[config.mk]
export PLATFORM = sky130hd
export DESIGN_NAME = mem_stage
export DESIGN_NICKNAME = d
export VERILOG_FILES = /design/src/rtl/mem_stage_pkg.sv /design/src/rtl/mem_load_align.sv /design/src/rtl/mem_stage.sv
export SDC_FILE = /design/constraint.sdc
export NUM_CORES = 1
export LEC_CHECK = 0
export BUFFER_PORTS_ARGS = -buffer_cell sky130_fd_sc_hd__buf_2
export CAP_MARGIN = 20
export CELL_PAD_IN_SITES_DETAIL_PLACEMENT = 0
export CELL_PAD_IN_SITES_GLOBAL_PLACEMENT = 1
export CORE_ASPECT_RATIO = 1.75
export CORE_MARGIN = 4
export CORE_UTILIZATION = 30
export DETAILED_ROUTE_END_ITERATION = 6
export PLACE_DENSITY = 0.73
export SLEW_MARGIN = 15
export SYNTH_ARGS = -nofsm -noshare
export SYNTH_HDL_FRONTEND = slang
export SYNTH_SLANG_ARGS = --single-unit
[constraint.sdc]
create_clock -name clk -period 5.5 [get_ports clk]
set_input_delay 0.55 -clock clk [delete_from_list [all_inputs] [get_ports clk]]
set_output_delay 0.55 -clock clk [all_outputs]
set_load 0.01 [all_outputs]
[src/rtl/mem_stage_pkg.sv]
`default_nettype none
// ============================================================================
// Module  : mem_stage_pkg
// Purpose : Shared bus widths, load-operation codes and bus layouts used by
//           the MEM pipeline stage and its load-alignment datapath.
// Contents: ES_TO_MS_BUS_WD / MS_TO_WS_BUS_WD / MS_EX_BUS_WD widths,
//           ld_op_t load encoding, es_to_ms_t and ms_ex_t packed bus layouts,
//           byte/half extension helpers.
// Revision: 1.0 - initial release
// ============================================================================
package mem_stage_pkg;

   localparam int ES_TO_MS_BUS_WD = 77;
   localparam int MS_TO_WS_BUS_WD = 73;
   localparam int MS_EX_BUS_WD    = 47;

   typedef enum logic [2:0] {
      LD_NONE = 3'd0,
      LD_LB   = 3'd1,
      LD_LBU  = 3'd2,
      LD_LH   = 3'd3,
      LD_LHU  = 3'd4,
      LD_LW   = 3'd5,
      LD_LWL  = 3'd6,
      LD_LWR  = 3'd7
   } ld_op_t;

   // {ld_op[3],mem_req,gr_we[4],dest[5],alu_result[32],pc[32]}
   typedef struct packed {
      ld_op_t      ld_op;
      logic        mem_req;
      logic [3:0]  gr_we;
      logic [4:0]  dest;
      logic [31:0] alu_result;
      logic [31:0] pc;
   } es_to_ms_t;

   // {bd,sys,mfc0,mtc0,eret,break,ov,adel,ades,ri,c0_addr[5],badvaddr[32]}
   typedef struct packed {
      logic        bd;
      logic        sys;
      logic        mfc0;
      logic        mtc0;
      logic        eret;
      logic        brk;
      logic        ov;
      logic        adel;
      logic        ades;
      logic        ri;
      logic [4:0]  c0_addr;
      logic [31:0] badvaddr;
   } ms_ex_t;

   function automatic logic [31:0] ext_byte(input logic [7:0] b, input logic sign);
      return {{24{sign & b[7]}}, b};
   endfunction

   function automatic logic [31:0] ext_half(input logic [15:0] h, input logic sign);
      return {{16{sign & h[15]}}, h};
   endfunction

endpackage : mem_stage_pkg
`default_nettype wire

[src/rtl/mem_load_align.sv]
`default_nettype none
// ============================================================================
// Module  : mem_load_align
// Purpose : Combinational load-data alignment and register write-enable
//           generation for LB/LBU/LH/LHU/LW/LWL/LWR.
// Ports   : i_ld_op    load operation code
//           i_addr     low two address bits of the access
//           i_rdata    raw memory word
//           i_gr_we    write enables carried from EXE
//           o_gr_we    per-byte register write enables
//           o_result   aligned load data (meaningful for loads only)
// Revision: 1.0 - initial release
// ============================================================================
module mem_load_align
   import mem_stage_pkg::*;
(
   input  ld_op_t      i_ld_op,
   input  logic [1:0]  i_addr,
   input  logic [31:0] i_rdata,
   input  logic [3:0]  i_gr_we,
   output logic [3:0]  o_gr_we,
   output logic [31:0] o_result
);

   logic [31:0] w_shr;     // m >> 8*a : byte a lands in [7:0], also the LWR value
   logic [31:0] w_shl;     // m << 8*(3-a) : the LWL value
   logic [15:0] w_half;

   assign w_shr  = i_rdata >> {i_addr, 3'b000};
   assign w_shl  = i_rdata << {~i_addr, 3'b000};
   assign w_half = i_addr[1] ? i_rdata[31:16] : i_rdata[15:0];

   always_comb begin
      o_gr_we  = i_gr_we;
      o_result = i_rdata;
      case (i_ld_op)
         LD_LB  : o_result = ext_byte(w_shr[7:0], 1'b1);
         LD_LBU : o_result = ext_byte(w_shr[7:0], 1'b0);
         LD_LH  : o_result = ext_half(w_half, 1'b1);
         LD_LHU : o_result = ext_half(w_half, 1'b0);
         LD_LW  : o_result = i_rdata;
         LD_LWL : begin
            o_result = w_shl;
            case (i_addr)
               2'd0    : o_gr_we = 4'b1000;
               2'd1    : o_gr_we = 4'b1100;
               2'd2    : o_gr_we = 4'b1110;
               default : o_gr_we = 4'b1111;
            endcase
         end
         LD_LWR : begin
            o_result = w_shr;
            case (i_addr)
               2'd0    : o_gr_we = 4'b1111;
               2'd1    : o_gr_we = 4'b0111;
               2'd2    : o_gr_we = 4'b0011;
               default : o_gr_we = 4'b0001;
            endcase
         end
         default : o_result = i_rdata;
      endcase
   end

endmodule : mem_load_align
`default_nettype wire

[src/rtl/mem_stage.sv]
`default_nettype none
// ============================================================================
// Module  : mem_stage
// Purpose : MEM pipeline stage between EXE and WB. Holds one instruction,
//           waits for its data-SRAM response, aligns load data, and forwards
//           the result plus a pass-through exception bus to WB. Exposes
//           hazard/bypass information to ID/EXE.
// Ports   : clk, reset          clock, synchronous active-high reset
//           flush               CP0 exception/eret flush
//           es_to_ms_valid/bus  instruction from EXE, es_ex_bus its exceptions
//           ms_allowin          MEM can accept from EXE
//           ws_allowin          WB can accept
//           ms_to_ws_valid/bus  instruction offered to WB, ms_ex_bus exceptions
//           data_sram_data_ok   response strobe, data_sram_rdata load data
//           ms_ex, ms_write_reg, ms_reg_dest, ms_fwd_data, ms_data_pending
//                               hazard and forwarding info
// Revision: 1.0 - initial release
// ============================================================================
module mem_stage
   import mem_stage_pkg::*;
#(
   parameter int CANCEL_W = 2
)(
   input  logic                       clk,
   input  logic                       reset,
   input  logic                       flush,
   input  logic                       es_to_ms_valid,
   input  logic [ES_TO_MS_BUS_WD-1:0] es_to_ms_bus,
   input  logic [MS_EX_BUS_WD-1:0]    es_ex_bus,
   output logic                       ms_allowin,
   input  logic                       ws_allowin,
   output logic                       ms_to_ws_valid,
   output logic [MS_TO_WS_BUS_WD-1:0] ms_to_ws_bus,
   output logic [MS_EX_BUS_WD-1:0]    ms_ex_bus,
   input  logic                       data_sram_data_ok,
   input  logic [31:0]                data_sram_rdata,
   output logic                       ms_ex,
   output logic                       ms_write_reg,
   output logic [4:0]                 ms_reg_dest,
   output logic [31:0]                ms_fwd_data,
   output logic                       ms_data_pending
);

   localparam logic [CANCEL_W-1:0] c_cancel_one = {{(CANCEL_W-1){1'b0}}, 1'b1};
   localparam logic [CANCEL_W-1:0] c_cancel_max = '1;

   es_to_ms_t           r_es;
   ms_ex_t              r_ex;
   logic                r_ms_valid;
   logic                r_buf_valid;
   logic [31:0]         r_buf_data;
   logic [CANCEL_W-1:0] r_cancel_cnt;

   logic        w_cancel_idle;
   logic        w_data_accept;
   logic        w_ready_go;
   logic        w_leave;
   logic        w_buf_capture;
   logic        w_cancel_inc;
   logic        w_cancel_dec;
   logic [31:0] w_mem_word;
   logic [3:0]  w_gr_we;
   logic [31:0] w_align_result;
   logic [31:0] w_final;

   // A response only belongs to the current instruction once every response
   // still owed to flushed requests has drained.
   assign w_cancel_idle = (r_cancel_cnt == '0);
   assign w_data_accept = data_sram_data_ok & w_cancel_idle;
   assign w_ready_go    = ~r_es.mem_req | r_buf_valid | w_data_accept;

   assign ms_allowin     = ~r_ms_valid | (w_ready_go & ws_allowin);
   assign ms_to_ws_valid = r_ms_valid & w_ready_go & ~flush;
   assign w_leave        = ms_to_ws_valid & ws_allowin;

   // The SRAM presents data for one cycle only; park it if WB is stalled.
   assign w_buf_capture = r_ms_valid & r_es.mem_req & ~r_buf_valid
                        & w_data_accept & ~ws_allowin;

   // A flushed request whose response has not yet arrived still owes one.
   // If the response arrives in the flush cycle itself it is consumed there.
   assign w_cancel_inc = flush & r_ms_valid & r_es.mem_req & ~r_buf_valid
                       & ~data_sram_data_ok;
   assign w_cancel_dec = data_sram_data_ok & ~w_cancel_idle;

   always_ff @(posedge clk) begin
      if (reset || flush) begin
         r_ms_valid <= 1'b0;
      end else if (ms_allowin) begin
         r_ms_valid <= es_to_ms_valid;
      end
   end

   always_ff @(posedge clk) begin
      if (es_to_ms_valid && ms_allowin) begin
         r_es <= es_to_ms_t'(es_to_ms_bus);
         r_ex <= ms_ex_t'(es_ex_bus);
      end
   end

   always_ff @(posedge clk) begin
      if (reset || flush || w_leave) begin
         r_buf_valid <= 1'b0;
      end else if (w_buf_capture) begin
         r_buf_valid <= 1'b1;
      end
   end

   always_ff @(posedge clk) begin
      if (w_buf_capture) begin
         r_buf_data <= data_sram_rdata;
      end
   end

   always_ff @(posedge clk) begin
      if (reset) begin
         r_cancel_cnt <= '0;
      end else if (w_cancel_inc) begin
         if (r_cancel_cnt != c_cancel_max) begin
            r_cancel_cnt <= r_cancel_cnt + c_cancel_one;
         end
      end else if (w_cancel_dec) begin
         r_cancel_cnt <= r_cancel_cnt - c_cancel_one;
      end
   end

   a_cancel_no_overflow : assert property (@(posedge clk) disable iff (reset)
      !(w_cancel_inc && (r_cancel_cnt == c_cancel_max)));

   assign w_mem_word = r_buf_valid ? r_buf_data : data_sram_rdata;

   mem_load_align u_align (
      .i_ld_op  (r_es.ld_op),
      .i_addr   (r_es.alu_result[1:0]),
      .i_rdata  (w_mem_word),
      .i_gr_we  (r_es.gr_we),
      .o_gr_we  (w_gr_we),
      .o_result (w_align_result)
   );

   assign w_final = (r_es.ld_op == LD_NONE) ? r_es.alu_result : w_align_result;

   assign ms_to_ws_bus = {w_gr_we, r_es.dest, w_final, r_es.pc};
   assign ms_ex_bus    = r_ex;

   assign ms_ex = r_ms_valid & (r_ex.eret | r_ex.sys | r_ex.brk | r_ex.ov
                              | r_ex.adel | r_ex.ades | r_ex.ri);
   assign ms_write_reg    = r_ms_valid & (|w_gr_we);
   assign ms_reg_dest     = r_es.dest;
   assign ms_fwd_data     = w_final;
   assign ms_data_pending = r_ms_valid & (r_es.ld_op != LD_NONE) & ~w_ready_go;

endmodule : mem_stage
`default_nettype wire

==> impl_results.md <==
- Vias in the first global route: 6614
- CTS tree: built
- Seq cells post-synth: 160
- Initial antenna violation count: 6
- First-pass GRT wire length: between 40000 and 50000 um
- Maximum number of pins on one net before global-route repair: 73
- Pre-Repair DR Iteration Count: 6
- Initial core utilization: a little under a third
- Worst setup EP type: output pin
- Static Leak: between 4 and 5 nW
- Post-detail-place hpwl: around 21000 um
- Post-synth EDFFs: 156
- Max-slew violations: 0
- DR vias: roughly 6400
- Maximum fanout along the worst path: 24
- Mean post-synth cell area: approximately 13 um^2
- Ys flop type: edfxtp_1
- Worst slew margin: about a quarter
- Total chip power: slightly above 3 mW
- Wire per inst: 21.9 um
- Post-cts sizing count: 0
- Number of clock sinks: between 150 and 200
- Number of library cell types mapped by synthesis: 60
- Setup-failing EPs final: 0
- CP startpoint kind: register
- Clk buf depth: 2
- Yosys top cell by area: edfxtp_1
- Syn_nets: roughly 810
- Iter 0 DRT Violations: roughly 390
- Clk pin slew, worst setup/hold paths: about 0.070 ns
- Hold Slack: 0.278 ns
- CTS Hold Bufs: 0
- Final setup margin: 1.55 ns
- Number of cell rows: 81
- Residual DRC: 0
- Total die area: ~31000 um^2
- Share of cells above drive strength 1: 48.1%
- FF-to-FF path depth: 5
- Die Height: around 230 um
- Yosys top cell area share: a little under three fifths
- WP data arrival: 3.40 ns
- P&R area growth vs syn: 23.5%
- Final #Nets: 1045
- Top cells by area, synth: edfxtp_1 55%, buf_4 6.9%, mux2i_1 6.0%
- Final Core Density: approximately 38%
- Hold depth: 1
- Crit path launch: r_es[75]$_DFFE_PP_
- Crit path kind: reg -> out
- Root Driver: clkbuf_16
- FF-to-FF setup slack: 2.62 ns
- Inserted Clock Buffers: 17
- Yosys Warn Count: 0
- Mapped Cells: roughly 650
- Clock skew: about 0.0098 ns
- VDD IR max: 0.000266 V
- Core area: between 20000 and 30000 um^2
- Fin cells: roughly 1300
- Fillers: 2836
- Status: finished, final reports clean
- H-tree Lvls: 4
- Setup tns final: 0 ns
- Number of vias per cell: approximately 5.0
- Post-Syn Area: 8490 um^2
- Dpl cell area: 9920 um^2
- Max Freq: 0.253 GHz
- # Max-Cap Violations: 0
- Setup bufs post-CTS: 0
- Fin area: 10500 um^2
- Gr usage total: around 18%
- Reg2Reg Launch Point: r_buf_valid$_SDFFE_PP0P_
- Post-route ant nets: 0
- Final min period: around 4.0 ns
- Hold path startpoint: es_ex_bus[15]
- Drt total wl: approximately 28000 um
- Buffers on Ports: 323
- GRT overflow: 0
- Seq/Total Area, Yosys: 56.1%
- Worst Path Required: around 5 ns
- Hold violation total from the final report: 0
- RSZ-0062 raised after global routing: no
- Worst-Skew Late Latency: between 0.4 and 0.5 ns
- Gpl congestion: roughly 0.86
- Worst Tran Pin Value: ~1.1 ns
- Power Density: about 300 nW/um^2
- Worst hold path type: in -> reg
- Die W: 135 um
- Pre-CTS setup slack: roughly 2 ns
- Inst Count DP: 1237
- Period utilisation layout: a little under three quarters
- Asr flop ratio synth: 0%
- Hold-critical path endpoint: ms_ex_bus[15]$_DFFE_PP_
- Io pins: around 320
- Reg-to-Reg End: r_es[35]$_DFFE_PP_
-- logic make-up (layout without fill, tap and decap cells) --
logic type             Yosys count  count (layout)  share of synthesized area [%]
AND/OR/NAND/NOR                129             129                           7.81
buffers and inverters          119             369                           9.10
XOR/XNOR                         1               1                          0.103
AO/OA/AOI/OAI                  129             129                           11.2
other                            0               2                              0
multiplexers                   108             108                           15.7
flip-flops                     160             160                           56.1
-- layer usage --
layer  vias up  GRT usage [%]  share of wire (%)
met1      3070           18.3                 34
li1       2947              -                  -
met3        57           4.19                6.4
met2       317           32.5                 55
met5         -              0               0.22
met4         8           8.35                3.8
-- cell type report --
type	count	area [um^2]	share of cell area, %
Antenna cell	2	5.00	0.0477
Clock buffer	17	425	4.05
Clock inverter	15	146	1.40
Inverter	5	18.8	0.179
Multi-Input combinational cell	367	2970	28.3
Sequential cell	160	4770	45.4
Tap cell	373	467	4.45
Timing Repair Buffer	332	1700	16.2
-- Yosys cell counts, drive strengths merged (13+ instances only) --
library cell,instances
o21ai,14
nor2,21
a22oi,15
a31oi,14
a221oi,13
mux2i,51
nand3,17
o22ai,17
nand2,44
edfxtp,156
mux4,16
clkbuf,19
buf,95
mux2,41
-- worst max-delay path, stage by stage, from the launching register on --
cell      delay [ns]
edfxtp_1        0.77
and3b_1         0.59
o21ai_1         0.51
o31a_1          0.44
a221oi_1        0.43
buf_2           0.21
-- sequential cells by signal, indices dropped and copies added, names as in the netlist --
name	flops
r_es	40
r_buf_valid	1
ms_reg_dest	5
r_cancel_cnt	2
ms_to_ws_bus	32
ms_ex_bus	47
r_buf_data	32
r_ms_valid	1
-- power breakdown --
part	switching (mW)	internal [mW]	leakage, nW
Sequential	0.0310	1.41	1.52
Combinational	0.305	0.213	2.37
Clock	0.558	0.600	0.268
-- how the worst max path moves through the flow --
stage                        endpoint
3_3_place_gp         ms_to_ws_bus[55]
3_5_place_dp         ms_to_ws_bus[55]
2_1_floorplan  ms_ex_bus[0]$_DFFE_PP_
6_report              ms_fwd_data[16]
4_1_cts               ms_fwd_data[23]
5_1_grt               ms_fwd_data[19]
-- placed cells by master, fill, tap and decap left out, types with 5 or more instances in the layout --
master       n
nor2_1      21
nand4_1      8
buf_4        8
o22ai_1     17
clkbuf_16   17
mux2i_1     51
a31oi_1     14
nand3_1     17
and3b_1      5
a221oi_1    13
inv_1        5
a21oi_1      9
nand2_1     44
a211o_1      9
o31a_1       6
a22oi_1     15
buf_2      323
mux4_2      16
mux2_2      41
edfxtp_1   156
o21ai_0     12
a211oi_1     6
(Power assumes the default switching activity.)
